[config.mk]
export PLATFORM = sky130hd
export DESIGN_NAME = mem_req_arbiter
export DESIGN_NICKNAME = d
export VERILOG_FILES = /design/src/rtl/mem_req_arbiter.sv
export SDC_FILE = /design/constraint.sdc
export NUM_CORES = 1
export LEC_CHECK = 0
export CORE_AREA = 2 2 208 210
export DETAILED_ROUTE_END_ITERATION = 10
export DIE_AREA = 0 0 210 212
export GPL_TIMING_DRIVEN = 1
export PLACE_DENSITY = 0.54
export SYNTH_ARGS = -nofsm -noshare
export SYNTH_HDL_FRONTEND = slang
export SYNTH_SLANG_ARGS = --single-unit
[constraint.sdc]
create_clock -name clk -period 4.38 [get_ports clk]
set_input_delay 0.438 -clock clk [delete_from_list [all_inputs] [get_ports clk]]
set_output_delay 0.438 -clock clk [all_outputs]
set_load 0.02 [all_outputs]
[src/rtl/mem_req_arbiter.sv]
// mem_req_arbiter
//
// Three requesters share one memory port:
//   0 = reference-point fetch, 1 = query-point fetch, 2 = KNN-ID writeback.
// Each cycle one eligible requester is picked. The arbiter then drives
// LOAD/STORE on the memory port. The memory accepts a command by returning a
// nonzero transaction tag in the same cycle. Accepted loads are recorded in a
// tag table together with their owner. When data later returns on that tag,
// it is routed back to the owner and the entry is freed.
//
// Ports
//   clk, rst                  clock, synchronous active-low reset
//   req_valid/req_is_store    per-requester request and type (1 = STORE)
//   req_addr/req_wdata        per-requester address and store data, packed
//                             with requester i in slice [i*W +: W]
//   req_ready                 request accepted this cycle (one-hot or zero)
//   resp_valid/resp_data      routed load data; resp_data is 0 when idle
//   mem2proc_*                memory-side accept tag, return data and tag
//   proc2mem_*                command (0 NONE, 1 LOAD, 2 STORE), addr, data
//   idle                      no in-flight loads and no pending request
//   tag_err                   sticky: data came back on an unknown tag
module mem_req_arbiter #(
    parameter int NUM_REQ     = 3,
    parameter int NUM_TAGS    = 16,
    parameter int MAX_OUTST   = 4,
    parameter int WB_PRIORITY = 1,
    parameter int ADDR_W      = 32,
    parameter int DATA_W      = 64,
    parameter int TAG_W       = $clog2(NUM_TAGS)
) (
    input  logic                      clk,
    input  logic                      rst,
    input  logic [NUM_REQ-1:0]        req_valid,
    input  logic [NUM_REQ-1:0]        req_is_store,
    input  logic [NUM_REQ*ADDR_W-1:0] req_addr,
    input  logic [NUM_REQ*DATA_W-1:0] req_wdata,
    output logic [NUM_REQ-1:0]        req_ready,
    output logic [NUM_REQ-1:0]        resp_valid,
    output logic [DATA_W-1:0]         resp_data,
    input  logic [TAG_W-1:0]          mem2proc_transaction_tag,
    input  logic [DATA_W-1:0]         mem2proc_data,
    input  logic [TAG_W-1:0]          mem2proc_data_tag,
    output logic [1:0]                proc2mem_command,
    output logic [ADDR_W-1:0]         proc2mem_addr,
    output logic [DATA_W-1:0]         proc2mem_data,
    output logic                      idle,
    output logic                      tag_err
);

    localparam int OWN_W = $clog2(NUM_REQ);
    localparam int CNT_W = $clog2(MAX_OUTST + 1);
    localparam int WB_ID = NUM_REQ - 1;

    localparam logic [1:0] CMD_NONE  = 2'd0;
    localparam logic [1:0] CMD_LOAD  = 2'd1;
    localparam logic [1:0] CMD_STORE = 2'd2;

    // Registered state
    logic [OWN_W-1:0]    rr_ptr_q, rr_ptr_d;
    logic [NUM_TAGS-1:0] tbl_valid_q, tbl_valid_d;
    logic [OWN_W-1:0]    tbl_owner_q [NUM_TAGS];
    logic [OWN_W-1:0]    tbl_owner_d [NUM_TAGS];
    logic [CNT_W-1:0]    outst_q [NUM_REQ];
    logic [CNT_W-1:0]    outst_d [NUM_REQ];
    logic                tag_err_q, tag_err_d;

    // Combinational helpers
    logic [NUM_REQ-1:0]  eligible;
    logic [OWN_W-1:0]    cand [NUM_REQ];
    logic                grant_any;
    logic [OWN_W-1:0]    grant_idx;
    logic                accept;
    logic                accept_load;
    logic                ret_tag_nz;
    logic                ret_hit;
    logic [OWN_W-1:0]    ret_owner;
    logic                any_outst;

    // Stores never occupy a tag, so only loads are throttled by the
    // per-requester outstanding limit.
    always_comb begin
        eligible = '0;
        for (int i = 0; i < NUM_REQ; i++) begin
            eligible[i] = req_valid[i] &&
                          (req_is_store[i] || (outst_q[i] < CNT_W'(MAX_OUTST)));
        end
    end

    // Round-robin search order: cand[0] is rr_ptr, then it wraps upward.
    always_comb begin
        for (int k = 0; k < NUM_REQ; k++) begin
            cand[k] = OWN_W'((int'(rr_ptr_q) + k) % NUM_REQ);
        end
    end

    // The writeback requester preempts round-robin when priority is enabled.
    // Otherwise the first eligible requester in rotated order wins.
    always_comb begin
        grant_any = 1'b0;
        grant_idx = '0;
        if ((WB_PRIORITY != 0) && eligible[WB_ID]) begin
            grant_any = 1'b1;
            grant_idx = OWN_W'(WB_ID);
        end else begin
            for (int k = 0; k < NUM_REQ; k++) begin
                if (!grant_any && eligible[cand[k]]) begin
                    grant_any = 1'b1;
                    grant_idx = cand[k];
                end
            end
        end
    end

    // Memory command drive. Everything is forced quiet while in reset.
    // Ready only goes high when the memory accepts the command this cycle.
    always_comb begin
        proc2mem_command = CMD_NONE;
        proc2mem_addr    = '0;
        proc2mem_data    = '0;
        req_ready        = '0;
        if (rst && grant_any) begin
            proc2mem_command     = req_is_store[grant_idx] ? CMD_STORE : CMD_LOAD;
            proc2mem_addr        = req_addr[grant_idx*ADDR_W +: ADDR_W];
            proc2mem_data        = req_wdata[grant_idx*DATA_W +: DATA_W];
            req_ready[grant_idx] = (mem2proc_transaction_tag != '0);
        end
    end

    assign accept      = |req_ready;
    assign accept_load = accept && !req_is_store[grant_idx];

    assign ret_tag_nz = (mem2proc_data_tag != '0);
    assign ret_hit    = ret_tag_nz && tbl_valid_q[mem2proc_data_tag];
    assign ret_owner  = tbl_owner_q[mem2proc_data_tag];

    // Returned data is routed to its owner in the same cycle. There is no
    // backpressure, so the owner must take it immediately.
    always_comb begin
        resp_valid = '0;
        resp_data  = '0;
        if (rst && ret_hit) begin
            resp_valid[ret_owner] = 1'b1;
            resp_data             = mem2proc_data;
        end
    end

    always_comb begin
        any_outst = 1'b0;
        for (int i = 0; i < NUM_REQ; i++) begin
            any_outst = any_outst | (outst_q[i] != '0);
        end
    end

    assign idle    = !any_outst && (req_valid == '0);
    assign tag_err = tag_err_q;

    // Next-state logic. The free is applied before the allocate, so a tag
    // that is returned and re-issued in the same cycle ends up valid with
    // its new owner. Counters take +1 and -1 together, which leaves a
    // requester with a simultaneous accept and return unchanged.
    always_comb begin
        rr_ptr_d    = rr_ptr_q;
        tbl_valid_d = tbl_valid_q;
        tbl_owner_d = tbl_owner_q;
        outst_d     = outst_q;
        tag_err_d   = tag_err_q;

        if (accept) begin
            rr_ptr_d = (grant_idx == OWN_W'(NUM_REQ - 1)) ? '0 : grant_idx + 1'b1;
        end

        if (ret_hit) begin
            tbl_valid_d[mem2proc_data_tag] = 1'b0;
        end
        if (ret_tag_nz && !tbl_valid_q[mem2proc_data_tag]) begin
            tag_err_d = 1'b1;
        end

        if (accept_load) begin
            tbl_valid_d[mem2proc_transaction_tag] = 1'b1;
            tbl_owner_d[mem2proc_transaction_tag] = grant_idx;
        end

        for (int i = 0; i < NUM_REQ; i++) begin
            outst_d[i] = outst_q[i]
                       + CNT_W'(accept_load && (grant_idx == OWN_W'(i)))
                       - CNT_W'(ret_hit && (ret_owner == OWN_W'(i)));
        end
    end

    // State registers with synchronous active-low reset.
    always_ff @(posedge clk) begin
        if (!rst) begin
            rr_ptr_q    <= '0;
            tbl_valid_q <= '0;
            tbl_owner_q <= '{default: '0};
            outst_q     <= '{default: '0};
            tag_err_q   <= 1'b0;
        end else begin
            rr_ptr_q    <= rr_ptr_d;
            tbl_valid_q <= tbl_valid_d;
            tbl_owner_q <= tbl_owner_d;
            outst_q     <= outst_d;
            tag_err_q   <= tag_err_d;
        end
    end

endmodule
# Yosys cells after proc, flatten, opt, wreduce, memory -nomap -nowiden
# Index checks and enable logic that the tools add are counted.
# classes
add_sub_neg	9
multipliers	0
div	3
order_cmp	17
n_eq_ne	4
n_shift	2
muxes	44
n_bitwise	8
reduce_logical	39
# ops
operator	count
variable part select 192 x 9 -> 64 bit	1
two-way mux 64 bit	2
variable part select 96 x 8 -> 32 bit	1
remainder unit 32 x 3 -> 32 bit, second input constant	2
bitwise mux 32 bit	1
remainder unit 3 x 3 -> 32 bit, second input constant	1
two-way mux 16 bit	2
two-way mux 32 bit	1
logical AND 1 bit	22
two-way mux 2 bit	10
bitwise AND 16 bit	1
NOT 16 bit	1
bitwise OR 16 bit	1
less-than comparator 2 x 3 -> 1 bit, second input constant	5
two-way mux 1 bit	15
greater-or-equal comparator 5 bit, second input constant	2
less-than comparator 4 x 5 -> 1 bit, second input constant	2
NOT 4 -> 5 bit	2
adder 3 x 1 -> 3 bit	3
less-than comparator 3 bit, second input constant	3
nonzero test 3 bit	3
subtractor 3 x 1 -> 3 bit	3
binary-select mux 1 bit (select 2 bit)	4
binary-select mux 2 bit (select 4 bit)	1
21 further kinds	37
# totals
regBits	60
latch_bits	0
mem_bits_rw	0
mem_bits_ro	0
inputBits	368
wordCells	148
n_memories	0

# Longest topological paths before layout
# depth
ltp_word	26
mapped_depth	18
mapped_depth_nobuf	16

# Least setup slack after synthesis
# Ideal clock, no wire load.
# synth_timing
kind	register to register
from	register rr_ptr_q[0]
to	register outst_q[2] in the netlist's numbering
setup_ns	0.128
arrival_ns	3.673
required_ns	4.252
setup_slack_ns	0.579
path_stages_with_launch	17
n_path_buf	2
cell_sequence	dfxtp_1 inv_1 ha_1 o311ai_0 o21ai_4 buf_6 buf_4 nor3_1 nand2_1 ha_1 inv_1 ha_1 inv_1 fa_1 xor2_1 xnor2_1 nor2_1
# synth_via
elab_chain_cells	24
elab_cells_between_ends	42
cone_classes	add/sub (4); div (3); order compare (2); eq/ne (1); mux (21); bitwise (1); reduce/logical (10)
# synth_lines
element	line	rtl
from (decl)	59	logic [OWN_W-1:0] rr_ptr_q, rr_ptr_d;
from (signal assigned)	200	rr_ptr_q <= rr_ptr_d;
parallel branches: the longest is 18 deep, another holds remainder unit 32 x 3 -> 32 bit	n/a	
two-way mux 3 bit *	121	if (rst && grant_any) begin
via req_ready[2]	37	output logic [NUM_REQ-1:0] req_ready,
OR reduction 3 bit *	129	assign accept = |req_ready;
logical AND 1 bit *	130	assign accept_load = accept && !req_is_store[grant_idx];
logical AND 1 bit *	186	+ CNT_W'(accept_load && (grant_idx == OWN_W'(i)))
adder 3 x 1 -> 3 bit *	186	
subtractor 3 x 1 -> 3 bit *	187	- CNT_W'(ret_hit && (ret_owner == OWN_W'(i)));
to (signal assigned)	203	outst_q <= outst_d;
to (decl)	63	logic [CNT_W-1:0] outst_q [NUM_REQ];
# Mark *: on every way through the listed nets, which the timed path passes. The select of a mux whose other input is x is not followed.
# A chain may end at the register's enable or synchronous reset.

# Final worst setup path
# layout_timing
from	input mem2proc_data_tag[1]
to	output resp_data[40]
# layout_via
elab_chain_cells	5
elab_cells_between_ends	6
cone_classes	mux (3); reduce/logical (3)
# layout_lines
element	line	rtl
from (decl)	42	input logic [TAG_W-1:0] mem2proc_data_tag,
binary-select mux 1 bit (select 4 bit)	133	assign ret_hit = ret_tag_nz && tbl_valid_q[mem2proc_data_tag];
two-way mux 1 bit (implied by the code)	133	
logical AND 1 bit *	133	
logical AND 1 bit *	141	if (rst && ret_hit) begin
two-way mux 64 bit *	141	
to (decl)	39	output logic [DATA_W-1:0] resp_data,
# Every way passes the cells marked *; elsewhere a longest branch is shown, timed or not. The select of a mux whose other input is x is not followed.

==> run_results.csv <==
group,metric,value,unit
critical_path,data_arrival_time_of_the_worst_path,3520,ps
clock_tree,cts_root_buf,"sky130_fd_sc_hd__clkbuf_16",
grt,grt_antenna_before_repair,7,
synth,postSynthNetCount,1134,
synth,synth.yosys.warnings,0,
layout,nets,1622,
critical_path,critical_path.max_fanout,29,
clock_tree,number_of_buffers_added_by_the_clock_tree_synthesis_step,9,
clock_tree,cts.sinks,60,
clock_tree,worst_setup_hold_path_clk_slew,50,ps
critical_path,critical-path-top-delay-family,"buffers and inverters",
die,core.rowCount,76,
die,die_width,210,um
die,starting_density,13.7,%
synth,sequential_to_total_area_share_from_yosys_stat,20.6,%
sta,fin_skew,9.68,ps
clock_tree,insertion_delay,330,ps
sta,maxSlewHeadroom,46.1,%
drt,drt_first_iter_violations,559,
hold_path,worstHoldPathType,"register to register",
synth,synthCells,754,
sta,timing.final.setup_violations,0,
pwr,power-per-cell-area,202,nW/um^2
sta,final_min_period_over_clock_period,90.3,%
placement,gpl.final_weighted_congestion,0.881,
die,core_area,42500,um^2
die,io_pins,538,
drt,drtPass1Iterations,5,
die,die_area,44500,um^2
synth,async_reset_ff_share,0,%
sta,finalHoldWorstSlack,453,ps
drt,totalWireLength,32800,um
critical_path,cpMaxStageDelayCell,"sky130_fd_sc_hd__clkdlybuf4s50_1",
grt,maximum_number_of_pins_on_one_net_before_global_route_repair,98,
synth,yosysUniqueCellTypes,54,
clock_tree,post_cts_resized,0,
sta,setup_repair_after_global_routing_missed_its_margin,"false",
die,die_height,212,um
synth,yosys_most_used_dff,"sky130_fd_sc_hd__dfxtp_1",
layout,post_route_cells_drive_above_1_share,6.50,%
layout,postLayoutCoreUtil,28.5,%
clock_tree,ctsLongestPathBuffers,2,
critical_path,crit_buf_inv,3,
grt,grt_pass1_vias,7473,
synth,synthesis.area,5830,um^2
drt,drtAntennaViolNets,0,
pwr,total_leakage_power,4.19,nW
pwr,largest_vdd_supply_drop,0.151,mV
status,status,"finished, final reports clean",
sta,fin_crit,3950,ps
layout,flow.area_growth_from_synthesis,108,%
critical_path,worst_path_largest_cell_delay,730,ps
grt,grt_use_total,13.5,%
synth,synth-edff-count,0,
critical_path,end_kind,"output port",
critical_path,worstReg2RegStart,"rr_ptr_q[0]",
critical_path,path_class,"input port to output port",
critical_path,worst_setup_path_start_kind,"input port",
synth,synth.avg_cell_area,7.73,um^2
sta,worst_slew_pin_slew,807,ps
critical_path,path_cells,"clkdlybuf4s50_1 -> mux4_2 -> mux4_2 -> nand2_2 -> nor2_2 -> buf_4 -> and2_1 -> clkdlybuf4s50_1",
sta,totalNegativeSetupSlack,0,ps
clock_tree,cts_tree,"yes",
grt,grt_overflow_total,0,
placement,hpwl,25700,um
drt,viasPerCell,4.34,
critical_path,worstSetupStartpoint,"mem2proc_data_tag[1]",
clock_tree,ctsHtreeMaxLevel,3,
drt,drcViolationCount,0,
synth,synth.ff_latch_count,60,
hold_path,holdCritStartpoint,"tbl_owner_q[25]",
grt,grt_first_pass_wirelength,46400,um
placement,placement.io_buffers,537,
flow_run,max_cap_violations,0,
critical_path,worstPathRequired,3940,ps
sta,fmax,0.253,GHz
drt,vias,7799,
sta,final_hold_viol_count,0,
layout,num-fill-cells,4544,
drt,wl_per_cell,18.3,um
sta,final_max_slew_viol_count,0,
==> routing by layer <==
layer / GRT usage, % / wire [um] / vias up
met5: 0 / 27 / -
met1: 17.4 / 14200 / 3655
met4: 2.30 / 508 / 4
met3: 4.11 / 2450 / 34
li1: - / - / 3788
met2: 22.4 / 15600 / 318
==> report_power, final <==
group,leakage [nW],switching (mW),internal [mW]
clock network,0.144,0.253,0.454
registers,0.484,0.00711,0.556
logic,3.56,0.566,0.604
total,4.19,0.825,1.61
==> layout by cell type, fill, tap and decap left out, types with 12 or more instances in the layout <==
cell                              synthesis  final
sky130_fd_sc_hd__dfxtp_1                 60     60
sky130_fd_sc_hd__clkdlybuf4s50_1          0    536
sky130_fd_sc_hd__o21a_1                  16     16
sky130_fd_sc_hd__nand2_1                145    145
sky130_fd_sc_hd__and2_1                  73     71
sky130_fd_sc_hd__mux2i_1                 30     30
sky130_fd_sc_hd__a21oi_1                103    103
sky130_fd_sc_hd__buf_4                    5     14
sky130_fd_sc_hd__mux4_2                  15     15
sky130_fd_sc_hd__inv_1                   12     12
sky130_fd_sc_hd__a32oi_1                 98     98
sky130_fd_sc_hd__nor2_1                  17     17
==> area by class of cell <==
type / instances / area, um^2 / area share, %
Antenna cell: 3 / 7.51 / 0.0621
Clock buffer: 10 / 239 / 1.98
Clock inverter: 6 / 63.8 / 0.528
Inverter: 12 / 45.0 / 0.372
Multi-Input combinational cell: 601 / 4230 / 34.9
Sequential cell: 60 / 1200 / 9.93
Tap cell: 546 / 683 / 5.65
Timing Repair Buffer: 558 / 5630 / 46.5
==> repair_timing <==
item	CTS	global route
hold buffers	0	0
buffers inserted	0	1
setup endpoints to repair	0	1
==> final timing paths <==
kind                                   endpoint  slack, ps  cells past startpoint
worst max-delay path              resp_data[40]        430                      8
worst min-delay path            tbl_owner_q[25]        450                      2
worst max register to register       outst_q[5]        780                     14
worst min register to register  tbl_owner_q[25]        450                      2
==> worst min-delay path, stage by stage (launching register included) <==
cell and delay, ps:
sky130_fd_sc_hd__dfxtp_1 300, sky130_fd_sc_hd__nand2_1 50, sky130_fd_sc_hd__mux2i_1 50
==> registers in the layout, summed over array words and instances, names as in the netlist <==
register	cells
tag_err	1
outst_q	9
tbl_valid_q	16
rr_ptr_q	2
tbl_owner_q	32
==> cells by family after synthesis <==
kind of cell               share of synthesized area, %
and+or+nand+nor                                    27.6
buffers and inverters                              7.15
muxes                                              11.0
xor gates and xnor gates                          0.902
AOI/OAI and AO/OA                                  29.8
adders and majority gates                          2.96
DFF                                                20.6
==> Yosys cell counts, drive strengths merged, types with 2 or more instances <==
| cell type | n | area, um^2 |
|---|---|---|
| nand2 | 146 | 551 |
| and3 | 3 | 18.8 |
| clkbuf | 50 | 188 |
| o31a | 5 | 43.8 |
| nor4 | 15 | 226 |
| a32oi | 98 | 858 |
| buf | 31 | 184 |
| mux4 | 15 | 338 |
| inv | 12 | 45.0 |
| nor3 | 5 | 36.3 |
| a21oi | 103 | 515 |
| nor2 | 18 | 70.1 |
| nand4 | 2 | 12.5 |
| nand3b | 3 | 22.5 |
| mux2i | 30 | 300 |
| o21a | 16 | 120 |
| nand3 | 7 | 35.0 |
| ha | 9 | 113 |
| fa | 3 | 60.1 |
| o21ai | 8 | 55.1 |
| or4 | 5 | 56.3 |
| dfxtp | 60 | 1200 |
| xnor2 | 3 | 26.3 |
| xor2 | 3 | 26.3 |
| a21boi | 4 | 30.0 |
| nand2b | 7 | 46.3 |
| and2 | 73 | 457 |
| nor2b | 7 | 43.8 |
==> stage by stage <==
| stage | instance area, um^2 | power (mW) | setup WS, ps | cells |
|---|---|---|---|---|
| floorplan | 5830 | 1.08 | 579 | 754 |
| global placement | 11800 | 1.74 | 140 | 1776 |
| detailed placement | 11800 | 1.75 | 21.0 | 1776 |
| CTS | 12100 | 2.47 | 139 | 1792 |
| global route | 12100 | 2.56 | 190 | 1794 |
| finish | 12100 | 2.44 | 426 | 1796 |
Power figures use the tool's default switching activity.
